`src/rtl/subleq_mem_arb.sv`:
```
// Round-robin arbiter sharing the single-port SUBLEQ memory between the core (port 0)
// and the loader/debug port (port 1); read data returns to the requester one cycle later.
module subleq_mem_arb #(
  parameter int unsigned AW = 10,
  parameter int unsigned DW = 64
) (
  input  logic          clk,
  input  logic          rst,
  input  logic          c_req,
  input  logic          c_we,
  input  logic [AW-1:0] c_addr,
  input  logic [DW-1:0] c_wdata,
  output logic          c_gnt,
  output logic          c_rvalid,
  output logic [DW-1:0] c_rdata,
  input  logic          l_req,
  input  logic          l_we,
  input  logic [AW-1:0] l_addr,
  input  logic [DW-1:0] l_wdata,
  output logic          l_gnt,
  output logic          l_rvalid,
  output logic [DW-1:0] l_rdata,
  input  logic          l_lock,
  output logic          mem_en,
  output logic          mem_we,
  output logic [AW-1:0] mem_addr,
  output logic [DW-1:0] mem_wdata,
  input  logic [DW-1:0] mem_rdata
);

  typedef enum logic {
    PORT_CORE = 1'b0,
    PORT_LDR  = 1'b1
  } port_e;

  port_e last_q, last_d;
  port_e rd_port_q, rd_port_d;
  logic  rd_pend_q, rd_pend_d;

  always_comb begin
    c_gnt = 1'b0;
    l_gnt = 1'b0;
    if (rst) begin
      if (c_req && l_req) begin
        // Lock pins priority to the loader; otherwise the port not served last wins.
        if (l_lock || last_q == PORT_CORE) l_gnt = 1'b1;
        else                               c_gnt = 1'b1;
      end else begin
        c_gnt = c_req;
        l_gnt = l_req;
      end
    end
  end

  always_comb begin
    mem_en    = c_gnt | l_gnt;
    mem_we    = 1'b0;
    mem_addr  = '0;
    mem_wdata = '0;
    if (l_gnt) begin
      mem_we    = l_we;
      mem_addr  = l_addr;
      mem_wdata = l_wdata;
    end else if (c_gnt) begin
      mem_we    = c_we;
      mem_addr  = c_addr;
      mem_wdata = c_wdata;
    end
  end

  always_comb begin
    last_d    = last_q;
    rd_port_d = rd_port_q;
    rd_pend_d = mem_en & ~mem_we;
    if (l_gnt) begin
      last_d    = PORT_LDR;
      rd_port_d = PORT_LDR;
    end else if (c_gnt) begin
      last_d    = PORT_CORE;
      rd_port_d = PORT_CORE;
    end
  end

  always_ff @(posedge clk) begin
    if (!rst) begin
      last_q    <= PORT_LDR;
      rd_pend_q <= 1'b0;
      rd_port_q <= PORT_CORE;
    end else begin
      last_q    <= last_d;
      rd_pend_q <= rd_pend_d;
      rd_port_q <= rd_port_d;
    end
  end

  // A read in flight when reset asserts must not surface during the reset cycle.
  assign c_rvalid = rst & rd_pend_q & (rd_port_q == PORT_CORE);
  assign l_rvalid = rst & rd_pend_q & (rd_port_q == PORT_LDR);
  assign c_rdata  = mem_rdata;
  assign l_rdata  = mem_rdata;

endmodule
```
`config.mk`:
```
export PLATFORM = sky130hd
export DESIGN_NAME = subleq_mem_arb
export DESIGN_NICKNAME = d
export VERILOG_FILES = /design/src/rtl/subleq_mem_arb.sv
export SDC_FILE = /design/constraint.sdc
export NUM_CORES = 1
export LEC_CHECK = 0
export ABC_CLOCK_PERIOD_IN_PS = 3400
export CORE_AREA = 2 2 166 168
export DETAILED_ROUTE_END_ITERATION = 7
export DIE_AREA = 0 0 168 170
export PLACE_DENSITY_LB_ADDON = 0.08
export SYNTH_ARGS = -nofsm -noshare
export SYNTH_HDL_FRONTEND = slang
export SYNTH_SLANG_ARGS = --single-unit
```
`constraint.sdc`:
```
create_clock -name clk -period 3.4 [get_ports clk]
set_input_delay 0.68 -clock clk [delete_from_list [all_inputs] [get_ports clk]]
set_output_delay 0.68 -clock clk [all_outputs]
set_load 0.01 [all_outputs]
```
==> results of run 1 <==
-- worst max-delay path by stage --
stage,from,cells past startpoint,to,slack (ns)
CTS,l_lock,6,mem_addr[9],0.05
global route,c_req,6,mem_wdata[23],0.02
floorplan,l_lock,5,mem_wdata[12],1.15
global placement,c_req,6,mem_addr[9],0.02
detailed placement,l_lock,6,mem_addr[9],0.06
finish,c_req,6,mem_wdata[37],0.10
-- cells by family after synthesis --
kind of cell | after synthesis | synth area share, %
compound gates | 82 | 36.2
buf+inv | 147 | 57.0
flops | 3 | 3.10
simple gates | 13 | 3.74
-- through the flow --
stage / setup slack, ns / hold slack (ns) / instance area [um2] / total power, mW / std cells
after global routing: 0.0220 / 0.534 / 3850 / 0.737 / 689
final: 0.101 / 0.505 / 3850 / 0.700 / 689
after global placement: 0.0247 / 0.507 / 3720 / 0.517 / 681
after CTS: 0.0510 / 0.505 / 3800 / 0.705 / 685
after floorplan: 1.15 / 0.460 / 1940 / 0.335 / 245
after detailed placement: 0.0611 / 0.501 / 3720 / 0.511 / 681
-- layout by cell type (no fill, tap or decap), types with 2 or more instances in the layout --
| cell | Yosys | final |
|---|---|---|
| buf_12 | 0 | 4 |
| a22o_1 | 74 | 74 |
| dfxtp_1 | 3 | 3 |
| clkbuf_16 | 0 | 4 |
| buf_4 | 133 | 5 |
| nand3b_1 | 2 | 2 |
| and3_1 | 2 | 2 |
| a21boi_0 | 2 | 2 |
| nand2_1 | 5 | 5 |
| o21a_1 | 2 | 2 |
| clkdlybuf4s50_1 | 0 | 233 |
-- layer usage --
| metal | global-route usage (%) | wire length [um] |
|---|---|---|
| met1 | 5.68 | 3530 |
| met5 | 0 | 0 |
| met4 | 1.89 | 157 |
| met2 | 10.9 | 4840 |
| met3 | 2.65 | 1270 |
-- worst min-delay path: cells and delay by family (launching register included) --
family | cells | cell delay [ns]
flops | 1 | 0.32
simple gates | 2 | 0.13
-- layout make-up --
type                            instances  share of cell area [%]
Timing Repair Buffer                  245                    64.8
Multi-Input combinational cell         95                    20.4
Tap cell                              341                    11.1
Clock buffer                            4                    2.05
Sequential cell                         3                    1.56
Inverter                                1                  0.0974
-- power breakdown --
group	internal (mW)	switching, mW	leakage [nW]
Clock	0.155	0.0326	0.0382
Sequential	0.0380	0.00168	0.0249
Combinational	0.322	0.150	1.31
-- registers in the layout (all words and copies together), names as in the netlist --
name	cells
last_q	1
rd_pend_q	1
rd_port_q	1
-- timing repair --
action / CTS / global route
resized for setup: 0 / 2
endpoints found under the setup margin: 0 / 17
buffers inserted: 0 / 3
==> summary.txt, run 1 <==
STA
  – Period utilization: 97.0%
  – Hold Violations, Final: 0
  – Setup_tns: 0 ns
  – Worst Skew: 0.00133 ns
  – Max-slew violation count: 0
  – Final min period: 3.30 ns
  – F_max: 303 MHz
  – RSZ-0062 raised after global routing: false
  – Relative slew slack: 83.8%
  – Setup Viol. Count Final: 0
  – Measured slew at the worst slew-check pin: 0.243 ns

Clock tree
  – CTS sink cnt: 3
  – Clock transition at the registers of the reported paths: 0.03 ns
  – Hold_buf cts: 0
  – CTS tree: yes
  – Worst-Skew Late Latency: 0.22 ns
  – Clk buf depth: 2
  – Clk root buf: clkbuf_16
  – Number of buffers created by CTS: 3
  – Max H-tree Level: 1

Cells and area
  – Area delta synth->final: 98.7%
  – Area of the multi-input gates: 786 um2
  – # diodes: 0
  – Nets@finish: 568
  – Register area: 60.1 um2
  – Fillcell total: 3023
  – Share of layout cells above drive strength 1: 4.60%
  – Layout Utilization: 14.5%

Global routing
  – Initial antenna violation count: 0
  – Total congestion overflow: 0
  – All-Layer GR Usage: 5.82%
  – Vias in the first global route: 2099
  – First-pass GRT wire length: 12900 um
  – Largest net degree at the start of global routing: 58

Yosys
  – Synth Net Count: 464
  – Syn avg cell area: 7.92 um2
  – List of most frequent post-synthesis cells: buf_4 (133), a22o_1 (74), buf_2 (7)
  – #FFs+latches synth: 3
  – Register area share after synthesis: 3.10%
  – Top cell type's share of synthesized area: 51.5%
  – Distinct cell type count after synthesis: 18
  – Synthesized cell area: 1940 um2
  – Synth top area cells: buf_4 (51%), a22o_1 (33%), buf_6 (3.5%)
  – Number of synthesized flops with an enable pin: 0
  – Post-synth top area cell: buf_4
  – Ys flop type: dfxtp_1
  – Cell with the most instances after synthesis: buf_4
  – Ys Warns: 0
  – Cell count after synthesis: 245
  – Post-synthesis async set-or-reset flop share: 0%

Floorplan
  – I/O pins: 427
  – Initial Utilization: 7.28%
  – Die area: 28600 um2
  – # rows: 60
  – Chip width: 168 um
  – Core area: 26700 um2
  – Die Span Y: 170 um

Setup path
  – Most frequent CP cell: clkdlybuf4s50_1
  – Worst r2r src: last_q
  – CP Data Arrival Time: 2.62 ns
  – Buf/Inv on CP: 3
  – Critical Path Fanout Max: 28
  – CP Capture Type: output port
  – Critical Path, Cell by Cell: clkdlybuf4s50_1 -> nand3b_1 -> and3_4 -> buf_12 -> a22o_1 -> clkdlybuf4s50_1
  – Startpoint Class: primary input
  – Reg2reg path depth: 3
  – Slowest stage delay, CP: 0.54 ns
  – Critical-path top delay cell: clkdlybuf4s50_1
  – R2R Setup Slk: 2.34 ns
  – CP delay by family, top: buffers and inverters
  – Crit Path Category: primary input to output port
  – WP data required: 2.72 ns
  – RR Endpoint: rd_pend_q

Routing
  – # DRC: 0
  – Detailed Route WL: 9790 um
  – Drt pass-1 iters: 4
  – Post-DRT Antenna Nets: 0
  – Iteration-0 DRC count of the detailed router: 12
  – Routed vias: 2095
  – Routed length per instance: 14.2 um
  – Vias per inst: 3.04

Power
  – P per Cell Area: 182 nW/um2
  – Peak supply drop: 89.4 uV
  – Pleak: 1.37 nW

Placement
  – Final RePlAce weighted congestion: 0.698
  – IO buf count: 234
  – DPL Wire Length: 7870 um

Worst hold path
  – Worst hold endpoint: last_q
  – Worst hold start: last_q
  – Worst Hold Path Cells: 2
  – Hold crit path type: flop to flop

Job
  – Max-cap viol count: 0

Outcome
  – Status: finished, final reports clean
Power figures use the tool's default switching activity.
==> run 2, diff against run 1 <==
--- a/config.mk
+++ b/config.mk
@@ -5,10 +5,10 @@
 export SDC_FILE = /design/constraint.sdc
 export NUM_CORES = 1
 export LEC_CHECK = 0
-export ABC_CLOCK_PERIOD_IN_PS = 3400
-export CORE_AREA = 2 2 166 168
+export ABC_CLOCK_PERIOD_IN_PS = 2850
+export CORE_AREA = 2 2 165 167
 export DETAILED_ROUTE_END_ITERATION = 7
-export DIE_AREA = 0 0 168 170
+export DIE_AREA = 0 0 167 169
 export PLACE_DENSITY_LB_ADDON = 0.08
 export SYNTH_ARGS = -nofsm -noshare
 export SYNTH_HDL_FRONTEND = slang
==> constraint.sdc (replaced) <==
create_clock -name clk -period 2.85 [get_ports clk]
set_input_delay 0.57 -clock clk [delete_from_list [all_inputs] [get_ports clk]]
set_output_delay 0.57 -clock clk [all_outputs]
set_load 0.01 [all_outputs]
==> summary.txt, run 2 (synthesis results as in run 1) <==
STA
  – Hold Violations, Final: 0 (unchanged)
  – Final min period: 2.79 ns
  – Setup_tns: 0 ns (unchanged)
  – Worst Skew: 0.00118 ns (-0.000151 ns)
  – RSZ-0062 raised after global routing: true
  – Relative slew slack: 86.2% (+2.4 points)
  – F_max: 359 MHz
  – Measured slew at the worst slew-check pin: 0.208 ns (-0.0359 ns)
  – Setup Viol. Count Final: 0 (unchanged)
  – Period utilization: 97.8%
  – Max-slew violation count: 0 (unchanged)
  – Final worst slack: 0.0630 ns (-0.0379 ns)
  – Hold Worst Slack: 0.525 ns (+0.0193 ns)

Clock tree
  – Clk root buf: clkbuf_16
  – Clock transition at the registers of the reported paths: 0.03 ns (about the same)
  – Clk buf depth: 2 (unchanged)
  – Hold_buf cts: 0 (unchanged)
  – Number of buffers created by CTS: 3 (unchanged)
  – CTS tree: yes
  – Max H-tree Level: 1 (unchanged)
  – CTS sink cnt: 3 (unchanged)
  – Worst-Skew Late Latency: 0.22 ns (about the same)

Setup path
  – Critical Path Fanout Max: 18 (-36%)
  – CP Data Arrival Time: 2.22 ns (-0.40 ns)
  – Startpoint Class: primary input
  – CP Capture Type: output port
  – Crit Path Category: primary input to output port
  – WP data required: 2.28 ns (-0.44 ns)

Routing
  – Drt pass-1 iters: 4 (unchanged)
  – # DRC: 0 (unchanged)
  – Post-DRT Antenna Nets: 0 (unchanged)
  – Routed vias: 2091 (-0.19%)
  – Detailed Route WL: 10800 um (+10%)
  – Iteration-0 DRC count of the detailed router: 34 (+22)
  – Routed length per instance: 15.6 um (+9.6%)
  – Vias per inst: 3.01 (-0.91%)

Placement
  – DPL Wire Length: 8720 um (+11%)
  – Placed cells: 684 (+0.44%)
  – Placed Area: 3740 um2 (+0.61%)
  – Final RePlAce weighted congestion: 0.717 (+2.7%)
  – IO buf count: 234 (unchanged)
  – Setup WS pre-CTS: -0.227 ns (-0.288 ns)

Outcome
  – Status: finished, final reports clean

Power
  – Pint: 0.588 mW (+14%)
  – Psw: 0.223 mW (+21%)
  – Combinational share of power: 66.7% (-0.8 points)
  – Pleak: 1.69 nW (+23%)
  – Peak supply drop: 143 uV (+60%)
  – Final Total Pwr: 0.811 mW (+16%)
  – Switching Share: 27.6% (+1.2 points)
  – Clock group share of total power: 27.4% (+0.6 points)
  – Seq pwr share: 5.9% (+0.2 points)
  – P per Cell Area: 207 nW/um2 (+14%)

Cells and area
  – Most frequent cells in the layout: clkdlybuf4s50_1 (157), a22o_1 (74), dlygate4sd2_1 (42)
  – Most common cell after layout, fill and taps aside: clkdlybuf4s50_1
  – Area delta synth->final: 102%
  – # diodes: 0 (unchanged)
  – Share of layout cells above drive strength 1: 6.80% (+2.2 points)
  – Nets@finish: 573 (+0.88%)
  – Layout Utilization: 14.8% (+0.31 points)
  – Largest registers: last_q: 1 flops, rd_pend_q: 1 flops, rd_port_q: 1 flops
  – Finished Cell Area: 3920 um2 (+1.6%)
  – Non-Filler Instances: 694 (+0.73%)

Floorplan
  – Initial Utilization: 7.32% (+0.041 points)
  – Die Span Y: 169 um (-0.59%)
  – Core area: 26500 um2 (-0.56%)
  – I/O pins: 427 (unchanged)
  – Die area: 28200 um2 (-1.2%)
  – Chip width: 167 um (-0.60%)
  – # rows: 60 (unchanged)

Job
  – Max-cap viol count: 0 (unchanged)

Global routing
  – Total congestion overflow: 0 (unchanged)
  – All-Layer GR Usage: 7.01% (+1.2 points)
  – Vias in the first global route: 2161 (+3.0%)
  – First-pass GRT wire length: 15000 um (+16%)
  – Initial antenna violation count: 0 (unchanged)
  – Largest net degree at the start of global routing: 30 (-48%)

Worst hold path
  – Hold crit path type: flop to flop
run 2: cell types whose count changed in the layout (fill, tap and decap cells not counted), moves of 2 or more:
cell	delta
clkbuf_2	+2
dlygate4sd2_1	+42
clkdlybuf4s50_1	-76
buf_16	+2
clkdlybuf4s15_1	+26
dlymetal6s2s_1	+6
run 2: area by class of cell:
| class | instances | area (um2) |
|---|---|---|
| Inverter | 1 | 3.75 |
| Fill cell | 3003 | 22600 |
| Multi-Input combinational cell | 95 | 793 |
| Tap cell | 341 | 427 |
| Timing Repair Buffer | 250 | 2550 |
| Clock buffer | 4 | 78.8 |
| Sequential cell | 3 | 60.1 |
run 2: power by group through the flow:
stage | sequential [mW] | combinational (mW) | clock, mW
after floorplan | 0.0472 | 0.353 | 0
after global placement | 0.0478 | 0.575 | 0
after detailed placement | 0.0477 | 0.567 | 0
after CTS | 0.0478 | 0.546 | 0.226
after global routing | 0.0486 | 0.578 | 0.231
final | 0.0478 | 0.541 | 0.222
run 2: worst paths after layout:
path | from | endpoint | slack [ns] | cells after the start
min reg2reg | last_q | last_q | 0.52 | 2
max reg2reg | last_q | rd_pend_q | 1.70 | 4
min | last_q | last_q | 0.52 | 2
max | l_lock | mem_wdata[41] | 0.06 | 7
run 2: timing repair:
item                                    CTS  global route
endpoints found under the hold margin     0             0
pin swaps                                 1             0
resized for setup                        75            37
gates cloned                              2             0
endpoints found under the setup margin   76            17
buffers inserted                          2             2
run 2: critical path, cell delays in order:
cell and delay, ns:
clkdlybuf4s50_1 0.41, nand3b_1 0.19, and3_4 0.22, buf_4 0.14, buf_12 0.15, a22o_1 0.22
dlygate4sd2_1 0.31
run 2: layer usage:
layer / wire [um] / GRT usage, %
met4: 93 / 1.24
met3: 1340 / 3.11
met5: 0 / 0
met2: 5680 / 13.5
met1: 3700 / 6.99
